===== config.mk =====
export PLATFORM = sky130hd
export DESIGN_NAME = dest_arbiter_flat
export DESIGN_NICKNAME = d
export VERILOG_FILES = /design/src/rtl/dest_arbiter_if.sv /design/src/rtl/dest_arbiter.sv /design/src/flat_wrapper.sv
export SDC_FILE = /design/constraint.sdc
export NUM_CORES = 1
export LEC_CHECK = 0
export CORE_ASPECT_RATIO = 0.5
export CORE_UTILIZATION = 38
export CTS_CLUSTER_DIAMETER = 30
export DETAILED_ROUTE_END_ITERATION = 7
export GPL_ROUTABILITY_DRIVEN = 0
export PLACE_DENSITY = 0.8
export SLEW_MARGIN = 20
export SYNTH_ARGS = -nofsm -noshare
export SYNTH_HDL_FRONTEND = slang
export SYNTH_SLANG_ARGS = --single-unit

===== constraint.sdc =====
create_clock -name clk -period 6.8 [get_ports clk]
set_input_delay 1.7 -clock clk [delete_from_list [all_inputs] [get_ports clk]]
set_output_delay 1.7 -clock clk [all_outputs]
set_load 0.02 [all_outputs]

===== src/rtl/dest_arbiter_if.sv =====
// Bundle between the per-destination filter/source queues and the output scheduler.
// The arbiter uses the slave view; whatever feeds the requests and sinks the stream uses the master view.
interface dest_arbiter_if #(
  parameter int PORT_NUB   = 8,
  parameter int DATA_WIDTH = 32
);
  localparam int WIDTH_SEL  = $clog2(PORT_NUB);
  localparam int WIDTH_PORT = 2*WIDTH_SEL + DATA_WIDTH;

  logic [PORT_NUB*WIDTH_PORT-1:0] port_in;
  logic [PORT_NUB-1:0]            port_vaild;
  logic [PORT_NUB-1:0]            grant;
  logic                           out_valid;
  logic                           out_ready;
  logic [WIDTH_SEL-1:0]           out_rx;
  logic [WIDTH_SEL-1:0]           out_tx;
  logic [DATA_WIDTH-1:0]          out_data;

  modport master (
    output port_in, port_vaild, out_ready,
    input  grant, out_valid, out_rx, out_tx, out_data
  );

  modport slave (
    input  port_in, port_vaild, out_ready,
    output grant, out_valid, out_rx, out_tx, out_data
  );
endinterface


===== src/rtl/dest_arbiter.sv =====
// Per-destination output scheduler: rotating-priority grant with bounded bursts,
// feeding a single registered valid/ready beat toward one destination port.
module dest_arbiter #(
  parameter int PORT_NUB   = 8,
  parameter int DATA_WIDTH = 32,
  parameter int MAX_BURST  = 4
) (
  input  logic          clk,
  input  logic          rst_n,
  dest_arbiter_if.slave bus,
  output logic          busy
);
  localparam int WIDTH_SEL  = $clog2(PORT_NUB);
  localparam int WIDTH_PORT = 2*WIDTH_SEL + DATA_WIDTH;
  localparam int WIDTH_CNT  = $clog2(MAX_BURST + 1);
  localparam int WIDTH_IDX  = WIDTH_SEL + 1;

  localparam logic [WIDTH_SEL-1:0] LAST_PORT = WIDTH_SEL'(PORT_NUB - 1);
  localparam logic [WIDTH_CNT-1:0] CNT_MAX   = WIDTH_CNT'(MAX_BURST);
  localparam logic [WIDTH_IDX-1:0] PORT_NUM  = WIDTH_IDX'(PORT_NUB);

  typedef enum logic {S_IDLE, S_BURST} state_t;

  state_t                  r_state;
  logic [WIDTH_SEL-1:0]    r_ptr;
  logic [WIDTH_SEL-1:0]    r_owner;
  logic [WIDTH_CNT-1:0]    r_cnt;
  logic                    r_out_valid;
  logic [WIDTH_SEL-1:0]    r_out_rx;
  logic [WIDTH_SEL-1:0]    r_out_tx;
  logic [DATA_WIDTH-1:0]   r_out_data;

  state_t                  w_state_nxt;
  logic [WIDTH_SEL-1:0]    w_ptr_nxt;
  logic [WIDTH_SEL-1:0]    w_owner_nxt;
  logic [WIDTH_CNT-1:0]    w_cnt_nxt;
  logic                    w_adv;
  logic                    w_load;
  logic [WIDTH_SEL-1:0]    w_sel;
  logic [PORT_NUB-1:0]     w_grant;
  logic [WIDTH_PORT-1:0]   w_slice;
  logic [WIDTH_SEL-1:0]    w_owner_inc;
  logic [WIDTH_SEL-1:0]    w_arb_start;
  logic                    w_arb_found;
  logic [WIDTH_SEL-1:0]    w_arb_win;
  logic [WIDTH_IDX-1:0]    w_idx;

  // Modulo increment that also wraps correctly for non-power-of-2 port counts.
  function automatic logic [WIDTH_SEL-1:0] inc_wrap(input logic [WIDTH_SEL-1:0] v);
    return (v == LAST_PORT) ? '0 : v + WIDTH_SEL'(1);
  endfunction

  assign w_adv       = !r_out_valid || bus.out_ready;
  assign w_owner_inc = inc_wrap(r_owner);
  // A finishing burst re-arbitrates from owner+1 in the same cycle, so there is no bubble.
  assign w_arb_start = (r_state == S_BURST) ? w_owner_inc : r_ptr;

  always_comb begin
    // NOTE: every variable gets a default before any branch so no latch is inferred.
    w_arb_found = 1'b0;
    w_arb_win   = '0;
    w_idx       = '0;
    for (int k = 0; k < PORT_NUB; k++) begin
      w_idx = {1'b0, w_arb_start} + WIDTH_IDX'(k);
      if (w_idx >= PORT_NUM) w_idx = w_idx - PORT_NUM;
      if (!w_arb_found && bus.port_vaild[w_idx[WIDTH_SEL-1:0]]) begin
        w_arb_found = 1'b1;
        w_arb_win   = w_idx[WIDTH_SEL-1:0];
      end
    end
  end

  always_comb begin
    w_state_nxt = r_state;
    w_ptr_nxt   = r_ptr;
    w_owner_nxt = r_owner;
    w_cnt_nxt   = r_cnt;
    w_load      = 1'b0;
    w_sel       = r_owner;
    if (rst_n && w_adv) begin
      if (r_state == S_BURST && bus.port_vaild[r_owner] && r_cnt < CNT_MAX) begin
        w_load    = 1'b1;
        w_cnt_nxt = r_cnt + WIDTH_CNT'(1);
      end else begin
        if (r_state == S_BURST) w_ptr_nxt = w_owner_inc;
        if (w_arb_found) begin
          w_load      = 1'b1;
          w_sel       = w_arb_win;
          w_owner_nxt = w_arb_win;
          w_cnt_nxt   = WIDTH_CNT'(1);
          if (MAX_BURST > 1) begin
            w_state_nxt = S_BURST;
          end else begin
            w_state_nxt = S_IDLE;
            w_ptr_nxt   = inc_wrap(w_arb_win);
          end
        end else begin
          w_state_nxt = S_IDLE;
        end
      end
    end
  end

  always_comb begin
    w_grant = '0;
    if (w_load) w_grant[w_sel] = 1'b1;
  end

  assign w_slice = bus.port_in[w_sel*WIDTH_PORT +: WIDTH_PORT];

  // NOTE: sequential state uses non-blocking assignments so all registers update together.
  always_ff @(posedge clk) begin
    if (!rst_n) begin
      r_state     <= S_IDLE;
      r_ptr       <= '0;
      r_owner     <= '0;
      r_cnt       <= '0;
      r_out_valid <= 1'b0;
      r_out_rx    <= '0;
      r_out_tx    <= '0;
      r_out_data  <= '0;
    end else begin
      r_state <= w_state_nxt;
      r_ptr   <= w_ptr_nxt;
      r_owner <= w_owner_nxt;
      r_cnt   <= w_cnt_nxt;
      if (w_adv) begin
        r_out_valid <= w_load;
        if (w_load) begin
          r_out_rx   <= w_slice[WIDTH_PORT-1 -: WIDTH_SEL];
          r_out_tx   <= w_slice[DATA_WIDTH +: WIDTH_SEL];
          r_out_data <= w_slice[DATA_WIDTH-1:0];
        end
      end
    end
  end

  assign bus.grant     = w_grant;
  assign bus.out_valid = r_out_valid;
  assign bus.out_rx    = r_out_rx;
  assign bus.out_tx    = r_out_tx;
  assign bus.out_data  = r_out_data;
  assign busy          = (r_state == S_BURST);
endmodule

===== src/flat_wrapper.sv =====
// flat-port wrapper written by rule: the top's interface ports become plain ports
module dest_arbiter_flat 
#(
  parameter int PORT_NUB   = 8,
  parameter int DATA_WIDTH = 32,
  parameter int MAX_BURST  = 4
)
  (clk, rst_n, busy, bus_port_in, bus_port_vaild, bus_out_ready, bus_grant, bus_out_valid, bus_out_rx, bus_out_tx, bus_out_data);
  dest_arbiter_if #(.PORT_NUB(PORT_NUB), .DATA_WIDTH(DATA_WIDTH)) bus_i ();
  input  logic clk;
  input  logic rst_n;
  output logic busy;
  input wire logic [$bits(bus_i.port_in)-1:0] bus_port_in;
  input wire logic [$bits(bus_i.port_vaild)-1:0] bus_port_vaild;
  input wire logic [$bits(bus_i.out_ready)-1:0] bus_out_ready;
  output wire logic [$bits(bus_i.grant)-1:0] bus_grant;
  output wire logic [$bits(bus_i.out_valid)-1:0] bus_out_valid;
  output wire logic [$bits(bus_i.out_rx)-1:0] bus_out_rx;
  output wire logic [$bits(bus_i.out_tx)-1:0] bus_out_tx;
  output wire logic [$bits(bus_i.out_data)-1:0] bus_out_data;
  assign bus_i.port_in = bus_port_in;
  assign bus_i.port_vaild = bus_port_vaild;
  assign bus_i.out_ready = bus_out_ready;
  assign bus_grant = bus_i.grant;
  assign bus_out_valid = bus_i.out_valid;
  assign bus_out_rx = bus_i.out_rx;
  assign bus_out_tx = bus_i.out_tx;
  assign bus_out_data = bus_i.out_data;
  dest_arbiter #(.PORT_NUB(PORT_NUB), .DATA_WIDTH(DATA_WIDTH), .MAX_BURST(MAX_BURST)) u_core (.clk(clk), .rst_n(rst_n), .bus(bus_i), .busy(busy));
endmodule

==> impl_metrics.yaml, run 1 <==
finish:
  drive_gt1_share_pct: 7.52
  fillers: 1196
  areaGrowthSynthToFinish_pct: 71.1
  fin_util_pct: 66.8
  num_antenna_cells: 0
  seq_area_um2: 981
  layout_common_cells: "357 x clkdlybuf4s50_1, 130 x mux2i_1, 98 x nand2_1, 49 x dfxtp_1, 42 x a211oi_1"
  design_area_um2: 9720
  multi_input_area_um2: 4400
  final_nets: 1343
  layout_commonest_cell: "clkdlybuf4s50_1"
detailed_routing:
  dr.pass1.iters: 6
  drtIter0Drc: 713
  routedWlPerCell_um: 20.4
  postRouteAntennaNets: 0
  wirelength_mm: 25.0
  vias: 7142
  drcViolationCount: 0
  vias_per_cell: 5.84
synth:
  syn_inst: 684
  synth_top_area_share_pct: 22.9
  yosysTopAreaCell: "mux2i_1"
  async_flop_share_pct: 0
  ys_top_cells_by_area: "mux2i_1 23%, dfxtp_1 17%, a221o_1 6.9%"
  synth_edf_count: 0
  netlist_area_um2: 5680
  synthFlopType: "dfxtp_1"
  synth_cell_types: 71
  ys_seq_area_share_pct: 17.3
  ys_warn_count: 0
  ys_seq_elements: 49
  synth_area_per_cell_um2: 8.30
  postSynthNetCount: 1004
clocking:
  cts-root-buf: "clkbuf_16"
  cts_resized: 1
  clk_path_buf_depth: 2
  path_clk_slew_ns: 0.07
  tritoncts: "yes"
  post_cts_buffers: 0
  htreeDepth: 2
  clk_latency_ns: 0.29
  cts_num_sinks: 49
  cts_buffers: 5
  ctsHoldBuffers: 0
min_path:
  hold_class: "reg2reg"
  holdCritStartpoint: "u_core.bus.out_data[24]$_SDFFE_PN0P_"
  hold_depth: 1
  worstHoldEndpoint: "u_core.bus.out_data[24]$_SDFFE_PN0P_"
worst_setup_path:
  cp-start-kind: "input pin"
  worst_r2r_path_depth: 17
  cp.arrival_ns: 4.97
  cp_max_fo: 7
  r2r-start: "u_core.r_owner[1]$_SDFF_PN0_"
  worstReg2RegEnd: "u_core.bus.out_rx[0]$_SDFFE_PN0P_"
  critPathCaptureType: "primary output"
  critical_path_class: "in2out"
  r2r_slack_ns: 0.95
  worstPathRequired_ns: 5.10
pwr:
  ir_drop_mv: 0.227
  leakage_nw: 4.14
  total_power_mw: 2.40
  p_per_area_nw_per_um2: 246
global_routing:
  grt.overflow.total: 0
  grt_max_degree: 80
  grt_pass1_vias: 6728
  grt_usage_pct: 30.7
  grt_first_pass_wirelength_mm: 37.3
  antenna_found_initial: 0
timing:
  fmax_mhz: 150
  post-route-min-period_ns: 6.67
  max_slew_margin_pct: 39.3
  fin_skew_ns: 0.00337
  setup_viol: 0
  worstMarginPinSlew_ns: 0.910
  rsz0062_at_grt: "no"
  period_share_pct: 98.2
  finalHoldViolations: 0
  slew_violations: 0
die:
  dieArea_um2: 15500
  die_y_um: 88.5
  coreArea_um2: 14500
  fp.dieW_um: 175
  initial_utilization_pct: 39.1
  boundaryPins: 363
  rows: 31
placement:
  hpwl_mm: 19.8
  port_buffers: 362
  dpl_cell_area_um2: 9540
flow_run:
  drv_cap: 0
run_status:
  status: "finished, final reports clean"
cell families after synthesis:
| family | after synthesis | share of synthesized area, % |
|---|---|---|
| adder cells (fa/ha/maj) | 5 | 1.10 |
| flip-flops | 49 | 17.3 |
| XOR/XNOR | 6 | 0.925 |
| AO/OA/AOI/OAI | 180 | 27.2 |
| buffers and inverters | 73 | 6.34 |
| AND/OR/NAND/NOR | 228 | 20.7 |
| multiplexers | 143 | 26.5 |
Yosys cell counts (all sizes together) (8+ instances only):
cell type / instances
mux2i: 131
a221o: 39
and2: 10
nor3: 8
nand2: 98
buf: 35
a211oi: 42
nand3: 10
clkbuf: 35
a311oi: 38
mux2: 8
nor2: 27
nor2b: 9
dfxtp: 49
nor3b: 38
critical path, stage by stage:
cell             delay, ns
clkdlybuf4s50_1       0.49
nand3_1               0.18
and2_1                0.24
mux4_2                0.50
buf_4                 0.18
nand4_2               0.13
nor3_1                0.07
a2111o_1              0.48
or2_4                 0.31
nand2_1               0.09
nor2_1                0.05
clkdlybuf4s50_1       0.54
final cells by class:
cell class / instances / area share (%)
Sequential cell: 49 / 10.1
Clock buffer: 5 / 1.29
Inverter: 3 / 0.116
Multi-Input combinational cell: 562 / 45.3
Tap cell: 198 / 2.55
Clock inverter: 3 / 0.219
Timing Repair Buffer: 402 / 40.5
power breakdown:
part           internal [mW]  switching [mW]  total (mW)
logic                  0.803           0.888        1.69
registers              0.384          0.0676       0.451
clock network          0.137           0.116       0.253
stage by stage:
step	std cells	hold WS (ns)	setup TNS (ns)	worst slack (ns)
after floorplan	684	0.499	0	0.536
after global placement	1214	0.468	0	0.0275
after detailed placement	1214	0.474	-0.00265	-0.00265
after CTS	1222	0.491	0	0.0239
after global routing	1222	0.510	0	0.0484
final	1222	0.489	0	0.126
worst max-delay path by stage:
stage | from | endpoint | slack [ns] | depth (start not counted)
floorplan | bus_port_vaild[1] | bus_grant[6] | 0.54 | 11
global placement | bus_port_vaild[4] | bus_grant[5] | 0.03 | 10
detailed placement | bus_port_vaild[4] | bus_grant[5] | -0.003 | 10
CTS | bus_port_vaild[7] | bus_grant[5] | 0.02 | 12
global route | bus_port_vaild[7] | bus_grant[0] | 0.05 | 12
finish | bus_port_vaild[7] | bus_grant[0] | 0.13 | 12
flip-flops by register name (all words and copies together), names as in the netlist:
register,flops
u_core.bus.out_tx,3
u_core.bus.out_valid,1
u_core.r_cnt,3
u_core.busy,1
u_core.r_ptr,3
u_core.bus.out_rx,3
u_core.bus.out_data,32
u_core.r_owner,3
layer usage:
layer / wire [um] / track usage, % / vias up
met2: 12600 / 55.9 / 332
met5: 0 / 0 / -
met4: 699 / 8.93 / 0
li1: - / - / 3370
met3: 1650 / 4.98 / 68
met1: 10100 / 38.0 / 3372
(Power assumes the default switching activity.)
==> inputs of run 2 (changes only) <==
--- a/config.mk
+++ b/config.mk
@@ -10,6 +10,7 @@
 export CTS_CLUSTER_DIAMETER = 30
 export DETAILED_ROUTE_END_ITERATION = 7
 export GPL_ROUTABILITY_DRIVEN = 0
+export GPL_TIMING_DRIVEN = 1
 export PLACE_DENSITY = 0.8
 export SLEW_MARGIN = 20
 export SYNTH_ARGS = -nofsm -noshare
==> results of run 2 <==
Final layout, timing and power as in run 1 (identical DEF).
